[config.mk]
export PLATFORM = sky130hd
export DESIGN_NAME = spmmio_arbiter
export DESIGN_NICKNAME = d
export VERILOG_FILES = /design/src/rtl/spmmio_pkg.sv /design/src/rtl/spmmio_arb_watchdog.sv /design/src/rtl/spmmio_arbiter.sv
export SDC_FILE = /design/constraint.sdc
export NUM_CORES = 1
export LEC_CHECK = 0
export ABC_AREA = 0
export CAP_MARGIN = 20
export CORE_AREA = 2 2 113 115
export DETAILED_ROUTE_END_ITERATION = 8
export DIE_AREA = 0 0 115 117
export SYNTH_ARGS = -nofsm -noshare
export SYNTH_HDL_FRONTEND = slang
export SYNTH_SLANG_ARGS = --single-unit
[constraint.sdc]
create_clock -name clk -period 1.6 [get_ports clk]
set_clock_uncertainty 0.05 [all_clocks]
set_input_delay 0.16 -clock clk [delete_from_list [all_inputs] [get_ports clk]]
set_output_delay 0.16 -clock clk [all_outputs]
set_load 0.03 [all_outputs]
[src/rtl/spmmio_pkg.sv]
// Shared types and constants for the spmmio two-master arbiter.
package spmmio_pkg;

  typedef enum logic [1:0] {
    IDLE = 2'd0,
    GNT0 = 2'd1,
    GNT1 = 2'd2
  } arb_state_e;

  localparam int unsigned DEFAULT_TIMEOUT_CYCLES = 255;

endpackage

[src/rtl/spmmio_arb_watchdog.sv]
// Stall watchdog: raises a one-cycle expire pulse after TIMEOUT_CYCLES strobe
// cycles without an acknowledge. Instantiated only under SPMMIO_ARB_TIMEOUT_EN.
module spmmio_arb_watchdog
  import spmmio_pkg::*;
#(
  parameter int unsigned TIMEOUT_CYCLES = DEFAULT_TIMEOUT_CYCLES
) (
  input  logic clk,
  input  logic reset,
  input  logic stb_i,
  input  logic ack_i,
  output logic expire_o
);

  logic [15:0] cnt_q, cnt_d;
  logic        expire_q, expire_d;
  logic        at_limit;

  always_comb begin
    at_limit = (cnt_q == 16'(TIMEOUT_CYCLES - 1));
    expire_d = stb_i & ~ack_i & at_limit;
    if (!stb_i || ack_i || at_limit) begin
      cnt_d = '0;
    end else begin
      cnt_d = cnt_q + 16'd1;
    end
  end

  always_ff @(posedge clk or posedge reset) begin
    if (reset) begin
      cnt_q    <= '0;
      expire_q <= 1'b0;
    end else begin
      cnt_q    <= cnt_d;
      expire_q <= expire_d;
    end
  end

  assign expire_o = expire_q;

endmodule

[src/rtl/spmmio_arbiter.sv]
// Two-master round-robin arbiter in front of a single spmmio slave.
// Optional slave-stall timeout enabled by defining SPMMIO_ARB_TIMEOUT_EN.
module spmmio_arbiter
  import spmmio_pkg::*;
#(
  parameter int unsigned TIMEOUT_CYCLES = DEFAULT_TIMEOUT_CYCLES
) (
  input  logic        clk,
  input  logic        reset,
  input  logic        m0_cyc_i,
  input  logic        m0_stb_i,
  input  logic        m0_we_i,
  input  logic [0:23] m0_adr_i,
  input  logic [0:3]  m0_sel_i,
  input  logic [0:31] m0_dat_i,
  output logic        m0_ack_o,
  output logic        m0_err_o,
  output logic [0:31] m0_dat_o,
  input  logic        m1_cyc_i,
  input  logic        m1_stb_i,
  input  logic        m1_we_i,
  input  logic [0:23] m1_adr_i,
  input  logic [0:3]  m1_sel_i,
  input  logic [0:31] m1_dat_i,
  output logic        m1_ack_o,
  output logic        m1_err_o,
  output logic [0:31] m1_dat_o,
  output logic        s_cyc_o,
  output logic        s_stb_o,
  output logic        s_we_o,
  output logic [0:23] s_adr_o,
  output logic [0:3]  s_sel_o,
  output logic [0:31] s_dat_o,
  input  logic        s_ack_i,
  input  logic [0:31] s_dat_i
);

  if (TIMEOUT_CYCLES < 2 || TIMEOUT_CYCLES > 65535) begin : g_bad_timeout
    $error("spmmio_arbiter: TIMEOUT_CYCLES must be within 2..65535");
  end

  arb_state_e state_q, state_d;
  logic       last_q, last_d;  // 1 = m1 was served last
  logic       req0, req1;
  logic       expire;

  assign req0 = m0_cyc_i & m0_stb_i;
  assign req1 = m1_cyc_i & m1_stb_i;

`ifdef SPMMIO_ARB_TIMEOUT_EN
  // Watchdog sees the gated strobe, so the expire cycle itself clears the count.
  spmmio_arb_watchdog #(
    .TIMEOUT_CYCLES(TIMEOUT_CYCLES)
  ) u_watchdog (
    .clk     (clk),
    .reset   (reset),
    .stb_i   (s_stb_o),
    .ack_i   (s_ack_i),
    .expire_o(expire)
  );
`else
  assign expire = 1'b0;
`endif

  always_ff @(posedge clk or posedge reset) begin
    if (reset) begin
      state_q <= IDLE;
      last_q  <= 1'b1;
    end else begin
      state_q <= state_d;
      last_q  <= last_d;
    end
  end

  always_comb begin
    state_d = state_q;
    last_d  = last_q;
    unique case (state_q)
      IDLE: begin
        if (req0 && (!req1 || last_q)) begin
          state_d = GNT0;
        end else if (req1) begin
          state_d = GNT1;
        end
      end
      GNT0: begin
        if (!m0_cyc_i) begin
          state_d = IDLE;
          last_d  = 1'b0;
        end
      end
      GNT1: begin
        if (!m1_cyc_i) begin
          state_d = IDLE;
          last_d  = 1'b1;
        end
      end
      default: state_d = IDLE;
    endcase
  end

  always_comb begin
    s_cyc_o  = 1'b0;
    s_stb_o  = 1'b0;
    s_we_o   = 1'b0;
    s_adr_o  = '0;
    s_sel_o  = '0;
    s_dat_o  = '0;
    m0_ack_o = 1'b0;
    m0_err_o = 1'b0;
    m0_dat_o = '0;
    m1_ack_o = 1'b0;
    m1_err_o = 1'b0;
    m1_dat_o = '0;
    unique case (state_q)
      GNT0: begin
        s_cyc_o  = m0_cyc_i;
        s_stb_o  = m0_stb_i & ~expire;
        s_we_o   = m0_we_i;
        s_adr_o  = m0_adr_i;
        s_sel_o  = m0_sel_i;
        s_dat_o  = m0_dat_i;
        m0_ack_o = s_ack_i;
        m0_err_o = expire;
        m0_dat_o = s_dat_i;
      end
      GNT1: begin
        s_cyc_o  = m1_cyc_i;
        s_stb_o  = m1_stb_i & ~expire;
        s_we_o   = m1_we_i;
        s_adr_o  = m1_adr_i;
        s_sel_o  = m1_sel_i;
        s_dat_o  = m1_dat_i;
        m1_ack_o = s_ack_i;
        m1_err_o = expire;
        m1_dat_o = s_dat_i;
      end
      default: ;
    endcase
  end

endmodule

Word-level counts from Yosys, hierarchy flattened
Index checks and enable logic that the tools add are counted.
- equal/unequal tests: 5
- muxes and demuxes: 18
- bitwise gates (word level): 2
- reductions and logical operators: 7
- operators with widths (kind ; number):
    $mux W32 ; 2
    $pmux W32 S2 ; 1
    $pmux W24 S2 ; 1
    $mux W2 ; 4
    $pmux W1 S2 ; 4
    $pmux W4 S2 ; 1
    $pmux W2 S3 ; 1
    $reduce_and A3 Y1 ; 2
    $mux W1 ; 4
    $ne A2 B2 Y1 const B ; 2
    $ne A3 B3 Y1 const B ; 1
    $and A1 B1 Y1 ; 2
    $eq A2 B1 Y1 const B ; 1
    $eq A2 B2 Y1 const B ; 1
    $logic_not A2 Y1 ; 1
    $reduce_bool A2 Y1 ; 1
    $logic_and A1 B1 Y1 ; 1
    $logic_not A1 Y1 ; 1
    $logic_or A1 B1 Y1 ; 1
- bits in registers: 3
- input bits: 161
- output and inout port bits: 131
- logic and storage cells: 34

Longest topological paths before layout
- depth after elaboration: 6
- gate-level depth with buffers: 7
- gate-level depth less buffers: 5

Worst setup path before layout
Ideal clock, no wire load.
- path kind: reg2out
- from: register state_q[0]
- to: output s_adr_o[17] (netlist name)
- data arrival time: 1562 ps
- required time: 1390 ps
- slack: -172 ps
- cell stages (with the launch flop): 8
- path buffers: 3
- cell sequence: dfrtp_1 inv_1 ha_1 buf_6 buf_4 buf_2 a22oi_1 nor2b_1
- longest elaborated chain between the ends: 2
- elaborated cells between the ends (all ways): 3
- those cells by class: eq/ne: 2; mux: 1
- RTL lines (element ; line ; text):
    start, declared ; spmmio_arbiter.sv:42 ; arb_state_e state_q, state_d;
    start signal, assigned ; spmmio_arbiter.sv:70 ; state_q <= state_d;
    $eq A2 B2 Y1 / $eq A2 B1 Y1 (equally long branches) ; spmmio_arbiter.sv:115 ; unique case (state_q)
    $pmux W24 S2 (*) ; spmmio_arbiter.sv:115 ;
    end, declared ; spmmio_arbiter.sv:31 ; output logic [0:23] s_adr_o,
Mark *: on every way between the ends. The rest lies on a longest branch, timed or not.

Final worst setup path
- from: register state_q[0]
- to: output m0_dat_o[26] (netlist name)
- longest elaborated chain between the ends: 2
- RTL lines (element ; line ; text):
    $eq A2 B1 Y1 ; spmmio_arbiter.sv:115 ;
    $mux W32 ; spmmio_arbiter.sv:115 ;
    end, declared ; spmmio_arbiter.sv:18 ; output logic [0:31] m0_dat_o,
Every way passes these cells.

==> implementation parameters <==
Parameter                              Value

Setup path
  Setup Crit Path Kind    register to output pin
  Arrival time worst endpoint    between 1500 and 2000 ps
  Category of the worst setup path capture point    output pin
  Required arrival time at the worst endpoint    around 1400 ps
  Worst Setup Start Kind    register
  Reg2Reg Setup Slack    -150 ps
  Critical-path maximum fanout    9

Synth
  Synth area leaders    sky130_fd_sc_hd__a22oi_1, sky130_fd_sc_hd__and2_1, sky130_fd_sc_hd__nor2b_1
  Unique cell type count in the Yosys netlist    20
  Synthesized area    1652 um2
  Cell type with the highest aggregate area in the netlist    sky130_fd_sc_hd__a22oi_1
  Count of warnings emitted by yosys    0
  Fraction of the yosys area taken by sequential cells    roughly 4.6%
  Post-synthesis cell count    about 240
  Average cell area after synthesis    around 6.8 um2
  Top-area cell type share of the netlist area    approximately 28%
  Synth Register Bits    3

Floorplan
  Boundary pin count    just under 300
  Placeable core region    12310 um2
  Chip width    roughly 120 um
  Floorplan row count    between 40 and 50
  Full die area    between 10000 and 15000 um2
  Die height    117 um
  Starting Density    a little over an eighth

Detailed routing
  Detail Route Antenna Nets    0
  Vias    just over 3000
  First-iteration detailed-routing DRC count    62
  Avg WL per Cell    16.83 um
  Via/cell ratio    4.403
  Remaining DRCs    0
  Total wire length    11750 um
  DR pass1 iterations    4

Placement
  Placer congestion estimate    about 0.75
  Post-detailed-placement half-perimeter wirelength    between 7000 and 8000 um
  Count of input and output buffers    289
  Total placed cells including tap cells    around 660

Global route
  Overall fraction of global-route tracks in use    between 10% and 20%
  Largest net degree at the start of global routing    36
  Global-route wire length before repair    15010 um
  Via count of the first global-routing pass    3076
  Initial antenna violation count    0
  Overall overflow remaining after global route    0

Timing
  Post-route fraction of the period consumed by the critical path    113.7%
  Number of hold-slack violations in the final timing report    0
  Number of slew-limit violations in the final report    0
  Smallest setup slack after layout    -219.2 ps
  Final setup violation count    between 100 and 150
  Worst slack on hold paths    between 50 and 60 ps
  Final min period    around 1800 ps
  Unrepaired setup endpoints after global routing    true
  Fmax    549.7 MHz

CTS
  Clock sinks    3
  Root Buffer Master    sky130_fd_sc_hd__clkbuf_16
  Max H-tree Level    1
  Clock tree from TritonCTS    yes
  Reg clk slew, reported paths    around 30 ps
  Buffers from clock root to sink, at most    2
  Total CTS buffers    3
  Clock latency on the worst-skew pair    between 200 and 250 ps

Hold path
  Worst hold path class    primary input to asynchronous set/reset pin

Cells and area
  Filler instances    between 1000 and 1500
  Post-layout nets    713
  Area Growth Syn to Fin    272.7%
  Final core utilization    49.99%
  Final non-filler cell total    698
  Share of final-layout standard cells stronger than drive strength 1    a little over three fifths
  Antenna diodes    0

Status
  Outcome    finished, violations left
  Failing checks    negative setup slack

Power
  Peak VDD IR    between 0.9 and 1 mV
  Pwr Density    about 1600 nW/um2
  Leakage power of the design    approximately 2.4 nW

Job
  Maxcap violations    0
per-layer routing:
metal | vias up | global-route usage (%) | routed length [um]
met3 | 4 | 2.317 | 841
met2 | 156 | 29.33 | 6789
met4 | 0 | 1.687 | 29
met1 | 1460 | 14.00 | 4084
met5 | - | 0 | 0
li1 | 1453 | - | -
power breakdown:
part | total (mW) | leakage [nW] | switching (mW) | internal (mW)
Clock | 0.394 | 0.0382 | 0.0658 | 0.329
Sequential | 0.153 | 0.0366 | 0.0313 | 0.122
Combinational | 9.51 | 2.35 | 4.51 | 5.00
flip-flops by register name, indices dropped and copies added, names as in the netlist:
name     cells
state_q      2
last_q       1
timing repair:
action                                  in CTS  in global routing
hold endpoints to repair                     0                  0
cloned                                       5                 10
endpoints found under the setup margin     131                132
buffers inserted                             9                  8
hold buffers                                 0                  0
resized for setup                          172                 90
pin swaps                                    3                 40
worst max-delay path: stages, from the launching register on:
cell and delay [ps]:
sky130_fd_sc_hd__dfrtp_1 370, sky130_fd_sc_hd__buf_4 140, sky130_fd_sc_hd__ha_4 160, sky130_fd_sc_hd__buf_4 140
sky130_fd_sc_hd__buf_6 120, sky130_fd_sc_hd__clkbuf_16 150, sky130_fd_sc_hd__and2_1 150, sky130_fd_sc_hd__buf_6 140
per-stage QoR:
stage,instance area [um2],power (mW),setup slack [ps],setup TNS [ps]
5_1_grt,6155,10.56,-265.6,-25520
3_5_place_dp,4571,6.746,-69.89,-2555
4_1_cts,5548,8.913,-195.3,-14960
3_3_place_gp,4571,6.730,-48.34,-1763
6_report,6155,10.05,-219.2,-19080
2_1_floorplan,1808,4.353,4.123,0
worst paths after layout:
kind | start | to | cells after the start
max in group asynchronous | reset | last_q$_DFFE_PP1P_ | 2
min in group clk | last_q$_DFFE_PP1P_ | last_q$_DFFE_PP1P_ | 1
hold / removal | reset | state_q[0]$_DFFE_PP0P_ | 2
hold reg to reg | last_q$_DFFE_PP1P_ | last_q$_DFFE_PP1P_ | 1
setup reg to reg | state_q[0]$_DFFE_PP0P_ | state_q[1]$_DFFE_PP0P_ | 8
setup / recovery | state_q[0]$_DFFE_PP0P_ | m0_dat_o[26] | 7
synthesized netlist by cell type, drive strengths merged:
| library cell | number |
|---|---|
| and2 | 66 |
| a22oi | 63 |
| nor2b | 63 |
| buf | 21 |
| clkbuf | 9 |
| nand2 | 4 |
| ha | 3 |
| inv | 3 |
| a21boi | 2 |
| dfrtp | 2 |
| o32ai | 2 |
| a22o | 1 |
| and3 | 1 |
| conb | 1 |
| dfstp | 1 |
| nor2 | 1 |
final cells by class:
cell class | count | area [um2] | share of cell area (%)
Multi-Input combinational cell | 208 | 2064 | 33.54
Clock buffer | 4 | 78.83 | 1.281
Tap cell | 150 | 187.7 | 3.049
Sequential cell | 3 | 76.32 | 1.240
Timing Repair Buffer | 330 | 3736 | 60.70
Inverter | 3 | 11.26 | 0.1830
cells by family after synthesis:
group                    Yosys count  share of synthesized area, %
buffers and inverters             33                         10.38
adder cells (fa/ha/maj)            3                         2.273
flip-flops                         3                         4.622
other                              1                        0.2271
AND/OR/NAND/NOR                  135                         50.53
AO/OA/AOI/OAI                     68                         31.97
cells in the final DEF, fill, tap and decap left out, drive strengths merged:
cell             n
nor2             1
a21boi           2
and2            66
bufbuf           1
buf            162
a22oi           63
dfrtp            2
and3             1
clkbuf          11
o32ai            2
a22o             1
conb             2
inv              3
dfstp            1
nor2b           63
nand2            4
clkdlybuf4s50  160
ha               3
Power figures use the tool's default switching activity.
